<file path="src/rtl/arc4_pkg.sv">
// arc4_pkg: shared scheduler state, phase encoding and key width for the ARC4 core
package arc4_pkg;
  typedef enum logic [2:0] {
    IDLE, INIT_GO, INIT_WAIT, KSA_GO, KSA_WAIT, PRGA_GO, PRGA_WAIT, DONE
  } sched_state_t;
  localparam logic [1:0] PH_IDLE = 2'd0;
  localparam logic [1:0] PH_INIT = 2'd1;
  localparam logic [1:0] PH_KSA  = 2'd2;
  localparam logic [1:0] PH_PRGA = 2'd3;
  localparam int KEY_W = 24;
  function automatic logic [1:0] to_phase(sched_state_t s);
    return s inside {INIT_GO, INIT_WAIT} ? PH_INIT :
           s inside {KSA_GO, KSA_WAIT}   ? PH_KSA  :
           s inside {PRGA_GO, PRGA_WAIT} ? PH_PRGA : PH_IDLE;
  endfunction
endpackage

</file>
<file path="src/rtl/arc4_sched_smem_mux.sv">
// smem_mux: 3:1 S-memory port multiplexer selected by phase; phase 0 parks the port
module smem_mux
  import arc4_pkg::*;
(
  input  logic [1:0] phase,
  input  logic [7:0] init_addr,
  input  logic [7:0] init_wrdata,
  input  logic       init_wren,
  input  logic [7:0] ksa_addr,
  input  logic [7:0] ksa_wrdata,
  input  logic       ksa_wren,
  input  logic [7:0] prga_addr,
  input  logic [7:0] prga_wrdata,
  input  logic       prga_wren,
  output logic [7:0] s_addr,
  output logic [7:0] s_wrdata,
  output logic       s_wren
);
  always_comb begin
    s_addr   = phase == PH_INIT ? init_addr   : phase == PH_KSA ? ksa_addr   : phase == PH_PRGA ? prga_addr   : 8'h00;
    s_wrdata = phase == PH_INIT ? init_wrdata : phase == PH_KSA ? ksa_wrdata : phase == PH_PRGA ? prga_wrdata : 8'h00;
    s_wren   = phase == PH_INIT ? init_wren   : phase == PH_KSA ? ksa_wren   : phase == PH_PRGA ? prga_wren   : 1'b0;
  end
endmodule

</file>
<file path="src/rtl/arc4_sched.sv">
// arc4_sched: sequences init/ksa/prga through en/rdy handshakes and grants them the S memory
module arc4_sched
  import arc4_pkg::*;
#(
  parameter int TIMEOUT = 65535
) (
  input  logic             clk,
  input  logic             rst,
  input  logic             en,
  output logic             rdy,
  input  logic [KEY_W-1:0] key,
  output logic             err,
  output logic [1:0]       phase,
  output logic             init_en,
  output logic             ksa_en,
  output logic             prga_en,
  input  logic             init_rdy,
  input  logic             ksa_rdy,
  input  logic             prga_rdy,
  output logic [KEY_W-1:0] ksa_key,
  input  logic [7:0]       init_addr,
  input  logic [7:0]       ksa_addr,
  input  logic [7:0]       prga_addr,
  input  logic [7:0]       init_wrdata,
  input  logic [7:0]       ksa_wrdata,
  input  logic [7:0]       prga_wrdata,
  input  logic             init_wren,
  input  logic             ksa_wren,
  input  logic             prga_wren,
  output logic [7:0]       s_addr,
  output logic [7:0]       s_wrdata,
  output logic             s_wren
);
  localparam int CW = $clog2(TIMEOUT + 1);
  sched_state_t state, nxt;
  logic [CW-1:0] cnt;
  logic fresh, active, tmo, restart;
  assign active  = state inside {INIT_GO, INIT_WAIT, KSA_GO, KSA_WAIT, PRGA_GO, PRGA_WAIT};
  assign tmo     = active && cnt == CW'(TIMEOUT - 1);
  assign restart = (nxt inside {INIT_GO, KSA_GO, PRGA_GO} && nxt != state) || nxt inside {IDLE, DONE};
  assign rdy     = state == IDLE;
  assign phase   = to_phase(state);
  always_comb begin
    nxt     = state;
    init_en = 1'b0;
    ksa_en  = 1'b0;
    prga_en = 1'b0;
    unique case (state)
      IDLE:      nxt = en ? INIT_GO : IDLE;
      INIT_GO:   begin init_en = init_rdy; nxt = init_rdy ? INIT_WAIT : INIT_GO; end
      INIT_WAIT: nxt = !fresh && init_rdy ? KSA_GO : INIT_WAIT;
      KSA_GO:    begin ksa_en = ksa_rdy; nxt = ksa_rdy ? KSA_WAIT : KSA_GO; end
      KSA_WAIT:  nxt = !fresh && ksa_rdy ? PRGA_GO : KSA_WAIT;
      PRGA_GO:   begin prga_en = prga_rdy; nxt = prga_rdy ? PRGA_WAIT : PRGA_GO; end
      PRGA_WAIT: nxt = !fresh && prga_rdy ? DONE : PRGA_WAIT;
      DONE:      nxt = IDLE;
    endcase
    if (tmo) begin
      nxt     = IDLE;
      init_en = 1'b0;
      ksa_en  = 1'b0;
      prga_en = 1'b0;
    end
  end
  // fresh marks the first cycle of a state so a WAIT ignores the client's stale rdy
  always_ff @(posedge clk) begin
    if (rst) begin
      state   <= IDLE;
      cnt     <= '0;
      fresh   <= 1'b0;
      err     <= 1'b0;
      ksa_key <= '0;
    end else begin
      state <= nxt;
      fresh <= nxt != state;
      cnt   <= restart ? '0 : cnt + CW'(1);
      if (state == IDLE && en) begin
        ksa_key <= key;
        err     <= 1'b0;
      end else if (tmo) err <= 1'b1;
    end
  end
  smem_mux u_mux (
    .phase(phase),
    .init_addr(init_addr), .init_wrdata(init_wrdata), .init_wren(init_wren),
    .ksa_addr(ksa_addr),   .ksa_wrdata(ksa_wrdata),   .ksa_wren(ksa_wren),
    .prga_addr(prga_addr), .prga_wrdata(prga_wrdata), .prga_wren(prga_wren),
    .s_addr(s_addr), .s_wrdata(s_wrdata), .s_wren(s_wren)
  );
endmodule

</file>
<file path="config.mk">
export PLATFORM = sky130hd
export DESIGN_NAME = arc4_sched
export DESIGN_NICKNAME = d
export VERILOG_FILES = /design/src/rtl/arc4_pkg.sv /design/src/rtl/arc4_sched_smem_mux.sv /design/src/rtl/arc4_sched.sv
export SDC_FILE = /design/constraint.sdc
export NUM_CORES = 1
export LEC_CHECK = 0
export CAP_MARGIN = 10
export CORE_ASPECT_RATIO = 1.1
export CORE_MARGIN = 4
export CORE_UTILIZATION = 43
export CTS_CLUSTER_DIAMETER = 30
export DETAILED_ROUTE_END_ITERATION = 12
export GPL_TIMING_DRIVEN = 0
export PLACE_DENSITY = 0.87
export SYNTH_ARGS = -nofsm -noshare
export SYNTH_HDL_FRONTEND = slang
export SYNTH_SLANG_ARGS = --single-unit
</file>
<file path="constraint.sdc">
create_clock -name clk -period 3.9 [get_ports clk]
set_input_delay 0.585 -clock clk [delete_from_list [all_inputs] [get_ports clk]]
set_output_delay 0.585 -clock clk [all_outputs]
set_load 0.01 [all_outputs]
</file>
Word level (Yosys, flattened, before mapping)
Index checks and enable logic that the tools add are counted.

$add $sub $neg: 1. Equal/unequal tests: 16. Multiplexer cells: 27. Reduce and logical (&&, ||, !) cells: 18.

Operators by type and width (number): two-way mux 8 bit (6); one-hot mux 3 bit (8 select lines) (1); equality test 3 bit (second input constant) (6); adder 16 x 1 -> 16 bit (second input constant) (1); equality test 16 bit (second input constant) (1); two-way mux 1 bit (13); two-way mux 2 bit (5); equality test 3 x 2 -> 1 bit (second input constant) (3); nonzero test 2 bit (4); equality test 3 x 1 -> 1 bit (second input constant) (2); logical AND 1 bit (6); zero test 3 bit (2); two-way mux 3 bit (2); nonzero test 6 bit (1); equality test 2 bit (second input constant) (2); OR reduction 2 bit (2); inequality test 3 bit (1); nonzero test 3 bit (1); equality test 2 x 1 -> 1 bit (second input constant) (1); zero test 1 bit (1); logical OR 1 bit (1).

Flip-flop bits (word level): 45. Bits of input ports: 81. Output and inout bits: 48. Logic and storage cells: 67.

Logic depth before layout (Yosys ltp)
Depth in word-level cells: 10. Mapped depth: 6. Depth with buffers taken out: 5.

Hierarchy
Synthesis repeated with hierarchy kept, for this count alone.

Cell total of the unflattened synthesis: 272. Area, all modules: 2444.8 um^2.

By module, submodules not included: arc4_sched (times used 1, cells an instance 231, area each 1990.7 um^2); smem_mux (times used 1, cells an instance 41, area each 454.2 um^2).

Least setup slack after synthesis
No wires, ideal clock.

Kind: register -> output. Start point: register state[1]. End point: output port init_en. Arrival time: 1545 ps. Setup slack: 1770 ps. Cell stages (with the launch flop): 5. Buffers on the path: 0. Cell sequence: dfxtp_1 nor3_1 nand4b_1 nor3_1 nor4_1.

Longest elaborated chain between the ends: 4. Elaborated cells between the ends (all ways): 10. Those cells by class: 6 x eq/ne; 2 x mux; 2 x reduce/logical.

RTL lines: start: declaration (line arc4_sched.sv:35) `sched_state_t state, nxt;`; start signal: assignment (line arc4_sched.sv:74) `state <= nxt;`; equality test 3 x 1 -> 1 bit (tied with other cells) (line arc4_sched.sv:38, arc4_sched.sv:48); nonzero test 6 bit (line arc4_sched.sv:38) `assign active = state inside {INIT_GO, INIT_WAIT, KSA_GO, KSA_WAIT, PRGA_GO, PRGA_WAIT};`; logical AND 1 bit (line arc4_sched.sv:39) `assign tmo = active && cnt == CW'(TIMEOUT - 1);`; two-way mux 1 bit * (line arc4_sched.sv:58) `if (tmo) begin`; end: declaration (line arc4_sched.sv:14) `output logic init_en,`.

Every way passes the cells marked *; elsewhere a longest branch is shown, timed or not.

Worst setup path after layout
Start point: register state[1]. End point: output port s_addr[0].

Longest elaborated chain between the ends: 9. Elaborated cells between the ends (all ways): 18. Those cells by class: 9 x eq/ne; 6 x mux; 3 x reduce/logical.

RTL lines: equality test 3 bit (line arc4_pkg.sv:14) `s inside {PRGA_GO, PRGA_WAIT} ? PH_PRGA : PH_IDLE;`; nonzero test 2 bit (line arc4_pkg.sv:14); two-way mux 2 bit (line arc4_pkg.sv:14); two-way mux 2 bit (line arc4_pkg.sv:13) `s inside {KSA_GO, KSA_WAIT} ? PH_KSA :`; two-way mux 2 bit * (line arc4_pkg.sv:12) `return s inside {INIT_GO, INIT_WAIT} ? PH_INIT :`; equality test 2 bit (line arc4_sched_smem_mux.sv:20) `s_addr = phase == PH_INIT ? init_addr : phase == PH_KSA ? ksa_addr : phase == PH_PRGA ? prga_addr : 8'h00;`; two-way mux 8 bit (2 in series) (line arc4_sched_smem_mux.sv:20); two-way mux 8 bit * (line arc4_sched_smem_mux.sv:20); end: declaration (line arc4_sched.sv:30) `output logic [7:0] s_addr,`.

Marks and branches as above.

==> results.yml <==
setup_path:
  r2r_cells: 6
  cp_top_family: "buffers and inverters"
  path_buf_inv: 3
  critPathArrivalTime_ps: 2500
  critical_path_required_ps: 3310
  startpoint_type: "register"
  path_depth: 7
  crit_path_top_delay_cell: "clkdlybuf4s50_1"
  critPathMaxStageDelay_ps: 580
  path_max_fanout: 10
  cp_cell_sequence: "buf_2, nand2_1, o22ai_2, buf_2, nand2_1, o21ai_1, clkdlybuf4s50_1"
  criticalPathCategory: "reg2out"
  endpoint_kind: "output port"
routing:
  route.vias.total: 2515
  drtIter0Drc: 111
  routed_wl_um: 7350
  ant_nets: 0
  dr.pass1.iters: 4
  wire_per_inst_um: 14.8
  drc: 0
  via_per_inst: 5.06
die:
  num_rows: 28
  die_area_sq_um: 6980
  io_pins: 129
  fp.dieH_um: 87.2
  core_sq_um: 5470
  start_util: 0.449
  die_x_um: 80.0
finish:
  n_fill_cell: 427
  synthToLayoutAreaGrowth_pct: 60.2
  final_area_sq_um: 3930
  final_nets: 504
  diodes: 0
  drive_gt1_frac: 0.107
power:
  cellPowerDensity_nw_per_um2: 325
  leakage_uw: 0.00138
  ir_drop_mv: 0.294
yosys:
  synth_cells: 287
  synth-simple-area-share: 0.217
  synth.mux.area_fraction: 0.0867
  synth_top_family_by_area: "compound AO/OA/AOI/OAI gates"
  synth_fa_ha_area_frac: 0.0102
  netlist-cell-type-count: 47
  synth-seq-cells: 45
  synth_area_sq_um: 2450
  synth_nets: 370
  yosysWarnings: 0
  synth_top_area_share: 0.367
  synth.avg_cell_area_sq_um: 8.54
  netlist.top_cell.by_area: "dfxtp_1"
  synth-xor-area-share: 0.0429
  synth_compound_area_frac: 0.224
  ys_seq_area_frac: 0.367
  synthTopCellsByArea: "dfxtp_1 (37%), nand2_1 (11%), mux2i_1 (7.8%)"
clocking:
  numCtsBuffers: 5
  post_cts_resized: 0
  cts_sinks: 45
  htreeDepth: 2
  postCtsSetupRepairBufs: 0
  clkTransAtPathRegs_ps: 80
  cts_tree: "built"
  clk_path_buf_depth: 2
  ctsHoldBuffers: 0
  clock_latency_ps: 300
  cts_root_buffer: "clkbuf_8"
timing:
  grt_setup_unrepaired: "no"
  slew_viol_final: 0
  final_hold_viol_count: 0
  max_slew_margin: 0.579
  tns_ps: 0
  fin_crit_sh: 0.790
  fin_crit_ps: 3080
  max_freq_ghz: 0.324
  setup_viol: 0
  timing.final.ws_setup_ps: 818
  fin_skew_ps: 12.3
  worst_pin_slew_ps: 628
placement:
  port-buffer-count: 127
  place_ws_ps: 1140
  globalplace.congestion: 0.812
  post-dp-hpwl_um: 5830
  placed_area_sq_um: 3820
global_routing:
  grt_pass1_wl_um: 11700
  antenna_found_initial: 0
  grt_max_degree: 15
  grt_pass1_vias: 2477
  grt.overflow.total: 0
  gr-usage-all-layers: 0.211
hold_path:
  whs_path_depth: 2
  hold_path_class: "reg2reg"
run:
  cap_violations: 0
status:
  status: "finished, final reports clean"
## routing by layer
metal	track usage	share of wire
met2	0.376	0.51
met1	0.242	0.41
met3	0.0663	0.067
met5	0	0
met4	0.0538	0.016
## stage by stage
step                hold WS (ps)  utilization  power, uW  std cells
floorplan                    437            -        700        287
global placement             440        0.698        923        489
detailed placement           446        0.698        933        489
CTS                          457        0.719       1280        497
global route                 481        0.719       1340        497
finish                       457        0.719       1280        497
## cell usage after synthesis, drive strengths merged
cell type	number
and4	3
or3	3
nand4	5
a221oi	4
o211a	1
inv	4
o22ai	3
o31ai	3
and2	2
nand4b	2
nand2	77
o211ai	1
nor3	2
xnor2	4
nor2	4
a31oi	2
dfxtp	45
nor4	1
o311a	1
o21ai	20
or4	2
ha	2
a21boi	1
mux2	2
mux2i	19
buf	14
clkbuf	5
nand2b	3
a211oi	12
and3	1
a21oi	25
nand3	6
xor2	8
## power by group
group	internal [uW]	switching, uW
Clock	192	163
Combinational	227	190
Sequential	487	17.6
## flip-flops by register name, indices dropped and copies added (netlist names)
signal / flops
ksa_key: 24
state: 3
cnt: 16
err: 1
fresh: 1
## worst min-delay path, cell delays in order, from the launching register on
cell and delay, ps:
dfxtp_1 320, nand2_1 50, a21oi_1 50
## cells in the final DEF, fill, tap and decap left out, types with 2 or more instances in the layout
cell and instances:
buf_4 2, clkbuf_1 6, nand2_4 2, xnor2_1 4, xor2_1 8, nand4_1 3, a221oi_2 4, nand4b_1 2
a211oi_1 3, inv_1 4, and4_1 2, o31ai_1 2, nand4_2 2, nor2_1 4, a211oi_2 9, clkdlybuf4s50_1 127
nor3_1 2, o22ai_2 2, a31oi_1 2, dfxtp_1 45, o21ai_0 9, nand2b_1 3, or3_1 3, buf_2 7
buf_1 2, nand3_1 6, ha_1 2, o21ai_1 10, clkbuf_8 5, mux2i_1 19, buf_6 3, a21oi_1 25
and2_1 2, nand2_1 74
## worst paths after layout
path                                         startpoint                 endpoint  slack (ps)
worst max register to register      state[1]$_SDFF_PP0_        cnt[9]$_SDFF_PP0_        2060
worst min-delay path            ksa_key[4]$_SDFFE_PP0P_  ksa_key[4]$_SDFFE_PP0P_         460
worst max-delay path                state[1]$_SDFF_PP0_                s_addr[0]         820
worst min register to register  ksa_key[4]$_SDFFE_PP0P_  ksa_key[4]$_SDFFE_PP0P_         460
## final cells by class
cell class / instances / area [sq um] / area share
Multi-Input combinational cell: 219 / 1430 / 0.363
Timing Repair Buffer: 127 / 1270 / 0.324
Sequential cell: 45 / 901 / 0.229
Buffer: 19 / 110 / 0.0280
Tap cell: 75 / 93.8 / 0.0239
Clock buffer: 6 / 72.6 / 0.0185
Clock inverter: 2 / 38.8 / 0.00987
Inverter: 4 / 15.0 / 0.00382
## logic make-up (layout without fill, tap and decap cells)
kind of cell	after synthesis	in the layout
DFF	45	45
AOI/OAI and AO/OA	73	73
xor gates and xnor gates	12	12
and+or+nand+nor	111	111
muxes	21	21
buffers and inverters	23	158
adders and majority gates	2	2
Power figures use the tool's default switching activity.
